`src/rtl/shift_test_pkg.sv`:
```
`default_nettype none
// ============================================================================
// Module  : shift_test_pkg
// Brief   : Shared constants, pattern encodings and FSM states for the
//           shift-chain error counter.
// Revision: 1.0 - initial release
// ============================================================================
package shift_test_pkg;

  localparam int CNT_W      = 12;
  localparam int NUM_CHAINS = 4;

  localparam logic [6:0] PRBS7_SEED = 7'h7F;
  // Feedback taps for x^7 + x^6 + 1 (bits 6 and 5 of the state).
  localparam logic [6:0] PRBS7_TAPS = 7'b110_0000;

  localparam logic [1:0] PAT_PRBS7 = 2'b00;
  localparam logic [1:0] PAT_ZERO  = 2'b01;
  localparam logic [1:0] PAT_ONE   = 2'b10;
  localparam logic [1:0] PAT_ALT   = 2'b11;

  typedef enum logic [1:0] {
    IDLE  = 2'd0,
    PRIME = 2'd1,
    CHECK = 2'd2
  } state_t;

  function automatic logic [6:0] prbs7_step(input logic [6:0] s);
    return {s[5:0], ^(s & PRBS7_TAPS)};
  endfunction

endpackage
`default_nettype wire

```
`src/rtl/pattern_gen.sv`:
```
`default_nettype none
// ============================================================================
// Module  : pattern_gen
// Brief   : Test pattern source: PRBS7, constant 0/1 or alternating bits.
// Revision: 1.0 - initial release
// ============================================================================
module pattern_gen
  import shift_test_pkg::*;
(
  input  logic       clk,
  input  logic       rst,
  input  logic       i_start,
  input  logic       i_advance,
  input  logic [1:0] i_sel,
  output logic       o_bit
);

  logic [6:0] r_lfsr;
  logic       r_alt;
  logic [1:0] r_sel;
  logic [1:0] w_sel;

  // On the start edge the mode is taken straight from the input so the
  // first emitted bit already follows the newly selected pattern.
  assign w_sel = i_start ? i_sel : r_sel;

  always_ff @(posedge clk or posedge rst) begin
    if (rst) begin
      r_lfsr <= PRBS7_SEED;
      r_alt  <= 1'b0;
      r_sel  <= PAT_PRBS7;
    end else if (i_start) begin
      r_sel  <= i_sel;
      r_lfsr <= prbs7_step(PRBS7_SEED);
      r_alt  <= 1'b1;
    end else if (i_advance) begin
      r_lfsr <= prbs7_step(r_lfsr);
      r_alt  <= ~r_alt;
    end else begin
      r_lfsr <= PRBS7_SEED;
      r_alt  <= 1'b0;
    end
  end

  always_comb begin
    o_bit = 1'b0;
    case (w_sel)
      PAT_PRBS7: o_bit = r_lfsr[6];
      PAT_ZERO:  o_bit = 1'b0;
      PAT_ONE:   o_bit = 1'b1;
      PAT_ALT:   o_bit = r_alt;
      default:   o_bit = 1'b0;
    endcase
  end

endmodule
`default_nettype wire

```
`src/rtl/shift_chain_error_counter.sv`:
```
`default_nettype none
// ============================================================================
// Module  : shift_chain_error_counter
// Brief   : Drives a pattern into four shift chains, counts per-chain return
//           errors and publishes periodic snapshots with a SAVE_DATA strobe.
// Revision: 1.0 - initial release
// ============================================================================
module shift_chain_error_counter
  import shift_test_pkg::*;
#(
  parameter int CHAIN_LEN   = 64,
  parameter int EXTRA_LAT   = 0,
  parameter int SAVE_PERIOD = 1024,
  parameter int SAVE_HIGH   = 4
) (
  input  logic             DATA_CLK,
  input  logic             RST,
  input  logic             ENABLE,
  input  logic [1:0]       PATTERN_SEL,
  input  logic             CLR_COUNTS,
  input  logic [3:0]       SHIFT_OUT,
  output logic             SHIFT_IN,
  output logic [CNT_W-1:0] SHIFT_ERROR_0_0,
  output logic [CNT_W-1:0] SHIFT_ERROR_0_1,
  output logic [CNT_W-1:0] SHIFT_ERROR_1_0,
  output logic [CNT_W-1:0] SHIFT_ERROR_1_1,
  output logic             SAVE_DATA,
  output logic             CHECKING
);

  // Chain depth plus the input register on SHIFT_OUT plus board latency.
  localparam int C_DELAY   = CHAIN_LEN + 1 + EXTRA_LAT;
  localparam int C_FILL_W  = (C_DELAY > 1) ? $clog2(C_DELAY) : 1;
  localparam int C_PER_W   = $clog2(SAVE_PERIOD);
  localparam logic [CNT_W-1:0] C_CNT_MAX = {CNT_W{1'b1}};

  state_t                r_state;
  state_t                w_next_state;
  logic                  w_start;
  logic                  w_run;
  logic [C_FILL_W-1:0]   r_fill;
  logic                  w_pat_bit;
  logic [NUM_CHAINS-1:0] r_shift_out;
  logic [C_DELAY-1:0]    r_dly;
  logic                  w_expected;
  logic [C_PER_W-1:0]    r_period;
  logic [C_PER_W-1:0]    w_period_next;
  logic                  w_period_last;
  logic [NUM_CHAINS-1:0][CNT_W-1:0] w_snap_bus;

  always_ff @(posedge DATA_CLK or posedge RST) begin
    if (RST) r_state <= IDLE;
    else     r_state <= w_next_state;
  end

  always_comb begin
    w_next_state = r_state;
    w_start      = 1'b0;
    w_run        = 1'b0;
    case (r_state)
      IDLE: begin
        if (ENABLE) begin
          w_next_state = PRIME;
          w_start      = 1'b1;
        end
      end
      PRIME: begin
        if (!ENABLE) begin
          w_next_state = IDLE;
        end else begin
          w_run = 1'b1;
          if (r_fill == C_FILL_W'(C_DELAY - 1)) w_next_state = CHECK;
        end
      end
      CHECK: begin
        if (!ENABLE) w_next_state = IDLE;
        else         w_run        = 1'b1;
      end
      default: w_next_state = IDLE;
    endcase
  end

  assign CHECKING = (r_state == CHECK);

  always_ff @(posedge DATA_CLK or posedge RST) begin
    if (RST)                                              r_fill <= '0;
    else if (r_state == PRIME && w_next_state == PRIME)   r_fill <= r_fill + 1'b1;
    else                                                  r_fill <= '0;
  end

  pattern_gen u_pattern_gen (
    .clk       (DATA_CLK),
    .rst       (RST),
    .i_start   (w_start),
    .i_advance (w_run),
    .i_sel     (PATTERN_SEL),
    .o_bit     (w_pat_bit)
  );

  always_ff @(posedge DATA_CLK or posedge RST) begin
    if (RST) begin
      SHIFT_IN    <= 1'b0;
      r_shift_out <= '0;
    end else begin
      SHIFT_IN    <= (w_start || w_run) ? w_pat_bit : 1'b0;
      r_shift_out <= SHIFT_OUT;
    end
  end

  // Expected-bit delay line; flushed whenever the test is stopped.
  always_ff @(posedge DATA_CLK or posedge RST) begin
    if (RST)          r_dly <= '0;
    else if (!ENABLE) r_dly <= '0;
    else              r_dly <= {r_dly[C_DELAY-2:0], SHIFT_IN};
  end

  assign w_expected = r_dly[C_DELAY-1];

  assign w_period_last = (r_period == C_PER_W'(SAVE_PERIOD - 1));
  assign w_period_next = w_period_last ? '0 : r_period + 1'b1;

  always_ff @(posedge DATA_CLK or posedge RST) begin
    if (RST) begin
      r_period  <= '0;
      SAVE_DATA <= 1'b0;
    end else begin
      r_period  <= w_period_next;
      SAVE_DATA <= (w_period_next < C_PER_W'(SAVE_HIGH));
    end
  end

  for (genvar gi = 0; gi < NUM_CHAINS; gi++) begin : g_chain
    logic [CNT_W-1:0] r_live;
    logic [CNT_W-1:0] r_snap;
    logic             w_mismatch;

    assign w_mismatch = (r_state == CHECK) && (r_shift_out[gi] ^ w_expected);

    always_ff @(posedge DATA_CLK or posedge RST) begin
      if (RST)                                   r_live <= '0;
      else if (CLR_COUNTS)                       r_live <= '0;
      else if (w_mismatch && r_live != C_CNT_MAX) r_live <= r_live + 1'b1;
    end

    always_ff @(posedge DATA_CLK or posedge RST) begin
      if (RST)                r_snap <= '0;
      else if (w_period_last) r_snap <= r_live;
    end

    assign w_snap_bus[gi] = r_snap;
  end

  assign SHIFT_ERROR_0_0 = w_snap_bus[0];
  assign SHIFT_ERROR_0_1 = w_snap_bus[1];
  assign SHIFT_ERROR_1_0 = w_snap_bus[2];
  assign SHIFT_ERROR_1_1 = w_snap_bus[3];

endmodule
`default_nettype wire
```
`config.mk`:
```
export PLATFORM = sky130hd
export DESIGN_NAME = shift_chain_error_counter
export DESIGN_NICKNAME = d
export VERILOG_FILES = /design/src/rtl/shift_test_pkg.sv /design/src/rtl/pattern_gen.sv /design/src/rtl/shift_chain_error_counter.sv
export SDC_FILE = /design/constraint.sdc
export NUM_CORES = 1
export LEC_CHECK = 0
export CORE_ASPECT_RATIO = 1.75
export CORE_MARGIN = 4
export CORE_UTILIZATION = 60
export CTS_BUF_LIST = sky130_fd_sc_hd__clkbuf_4
export DETAILED_ROUTE_END_ITERATION = 7
export GPL_TIMING_DRIVEN = 0
export PLACE_DENSITY = 0.84
export SYNTH_ARGS = -nofsm -noshare
export SYNTH_HDL_FRONTEND = slang
export SYNTH_SLANG_ARGS = --single-unit
export TNS_END_PERCENT = 30
```
`constraint.sdc`:
```
create_clock -name DATA_CLK -period 18.09 [get_ports DATA_CLK]
set_clock_uncertainty 0.05 [all_clocks]
set_input_delay 1.809 -clock DATA_CLK [delete_from_list [all_inputs] [get_ports DATA_CLK]]
set_output_delay 1.809 -clock DATA_CLK [all_outputs]
set_load 0.01 [all_outputs]
```
==> impl_metrics.yaml <==
outcome:
  status: "completed"
hold_path:
  worstHoldStart: "r_dly[34]"
  hold_class: "reg2reg"
  hold_depth: 1
  min_to: "r_dly[35]"
global_route:
  grt_pass1_wl_um: 29000
  grt_pass1_vias: 6106
  grt_max_degree: 122
  track_usage: 0.240
  antenna_found_initial: 1
  grt-ovfl-total: 0
placed_design:
  placedCellCount: 1010
  postPlaceCellArea_mm2: 0.00901
  gp_congestion: 0.874
  io_buffers: 60
  hpwl_um: 12500
critical_path:
  required_ns: 16.23
  slowest_stage: "clkdlybuf4s50_1"
  r2r_setup_slack_ns: 15.27
  path_max_fanout: 6
  r2r-start: "r_state[0]"
  startpoint: "r_state[0]"
  slowest_delay_ns: 0.62
  cp_top_family: "buffers and inverters"
  worstPathArrival_ns: 2.12
  crit_buf_inv: 2
  endpoint_kind: "primary output"
  worst_r2r_path_depth: 7
  critPathKind: "reg2out"
  crit_chain: "inv_1 > ha_1 > clkdlybuf4s50_1"
  r2r-end: "g_chain[0].r_live[0]"
  crit_path_start_kind: "flip-flop"
yosys:
  syn-num-nets: 796
  synth.distinct_cells: 52
  syn_area_mm2: 0.00815
  avgSynthCellArea_um2: 10.5
  synth_warnings: 0
  synthArstFlopShare: 1.00
  synth_edf_count: 0
  ys_ff_latch: 196
  synth_ff_type: "dfrtp_1"
  synthCells: 775
  yosysSeqAreaShare: 0.603
clock_tree:
  root_buffer: "clkbuf_4"
  cts_tree: "done"
  cts_hold_buf: 0
  cts_resized: 0
  htree_levels: 4
  cts_max_path_buffers: 2
  clk_pin_slew_ns: 0.16
  cts_setup_buffers: 0
  cts_buffers: 17
  clock_latency_ns: 0.56
  cts.sinks: 196
power:
  leakagePower_nw: 4.24
  vdd_drop_max_v: 0.0000677
  power_density_mw_per_mm2: 79.1
floorplan:
  placementRows: 56
  die_h_um: 162
  initial_core_util: 0.609
  dieArea_mm2: 0.0156
  ios: 61
  die_w_um: 96.1
  core_mm2: 0.0134
timing:
  period_needed_ns: 3.97
  hold_viol: 0
  rsz0062_at_grt: "false"
  worstMarginPinSlew_ns: 1.17
  fmax_ghz: 0.252
  relSlewSlack: 0.213
  drv_slew: 0
  period_share: 0.220
  setup_viol: 0
  tns_ns: 0
route:
  vias: 6034
  viasPerCell: 5.79
  wl_per_cell_um: 16.6
  wl_um: 17300
  drt_iter0_drc: 408
  first_pass_iters: 6
  drcViolationCount: 0
  ant_nets: 0
layout:
  nNetsFinal: 876
  layoutNonFillerInstCount: 1043
  syn2layout_area_growth_pct: 14.1
  fin_area_mm2: 0.00930
  drive_gt1_frac: 0.0783
job:
  maxCapViolCount: 0
## cells in the final DEF (no fill, tap or decap), types with 12 or more instances in the layout
| master | instances |
|---|---|
| or4_1 | 13 |
| clkbuf_1 | 31 |
| o21ai_0 | 20 |
| clkbuf_4 | 17 |
| nand2_1 | 163 |
| dfrtp_1 | 189 |
| nand3_1 | 24 |
| inv_1 | 18 |
| and2_1 | 68 |
| a21oi_1 | 24 |
| clkdlybuf4s50_1 | 60 |
| nor2_1 | 37 |
| nand4_1 | 12 |
## cell type report
class,instances,area [µm²]
multi-input cells,528,3050
plain buffers,32,120
repair buffers,61,628
clock buffers,17,128
clock inverters,15,164
flip-flops and latches,196,4910
diodes,1,2.50
fillers,1001,4080
inverters,19,78.8
well taps,174,218
## worst max-delay path by stage
stage	cells past startpoint	end
after floorplan	1	SAVE_DATA
after global placement	2	SHIFT_ERROR_1_0[7]
after detailed placement	5	g_chain[0].r_live[4]
after CTS	3	CHECKING
after global routing	3	CHECKING
final	3	CHECKING
## per-stage QoR
stage               total power [mW]  utilization  hold WS, ns  setup WS, ns
finish                         0.736        0.695        0.422         14.12
CTS                            0.746        0.695        0.420         14.09
global placement               0.509        0.670        0.391          8.99
global route                   0.772        0.695        0.434         14.01
detailed placement             0.514        0.673        0.391         13.69
floorplan                      0.496            -        0.384         10.90
## power breakdown
part	internal [mW]	total (mW)	switching [mW]
logic	0.0192	0.0530	0.0337
registers	0.448	0.453	0.00523
clock network	0.0747	0.230	0.155
total	0.542	0.736	0.194
## Yosys cell counts, types with 2 or more instances
cell type    n  area, µm²
or2_2       11       68.8
clkbuf_1    31        116
o41ai_1     10       87.6
mux2i_1      5       50.1
nand4_1     12       75.1
o311ai_0     6       52.6
nor2_1      37        139
xor2_1       8       70.1
and3_1       9       56.3
or4_1       13       97.6
dfrtp_1    189       4730
a21oi_1     24        120
xnor2_1      9       78.8
ha_1        11        138
or3_1        7       43.8
nor4_1       9       56.3
and4_1       5       43.8
nand2_1    163        612
o311a_1      2       20.0
o21a_1       3       22.5
dfstp_2      7        184
mux2_2      11        124
nand2b_1     3       18.8
o21ai_0     20        100
o21bai_1     4       30.0
inv_1       19       71.3
nand4_2      2       25.0
nor4b_1      2       17.5
o31ai_1      9       67.6
nand3_1     24        120
and2_1      68        425
nor2b_1     10       62.6
nor3_1       8       40.0
a31oi_1      5       31.3
a311oi_1     2       17.5
## layer usage
metal	track usage	up-vias	routed length [µm]
met5	0	-	0
met4	0.124	0	670
met3	0.0399	55	654
met2	0.415	203	9290
met1	0.278	2969	6670
li1	-	2807	-
## registers in the layout, summed over array words and instances, names as in the netlist, 10 cells and up
signal / count
SHIFT_ERROR_0_0: 12
g_chain.r_live: 48
r_period: 10
SHIFT_ERROR_0_1: 12
SHIFT_ERROR_1_1: 12
r_dly: 65
SHIFT_ERROR_1_0: 12
## cell families (layout without fill, tap and decap cells)
logic type / Yosys count / in the layout / synth area share
adders and majority gates: 11 / 11 / 0.0169
buffers and inverters: 51 / 144 / 0.0235
muxes: 16 / 16 / 0.0213
xor gates and xnor gates: 17 / 17 / 0.0183
AOI/OAI and AO/OA: 97 / 97 / 0.0796
DFF: 196 / 196 / 0.603
and+or+nand+nor: 387 / 387 / 0.238
other: 0 / 1 / 0
Power figures use the tool's default switching activity.
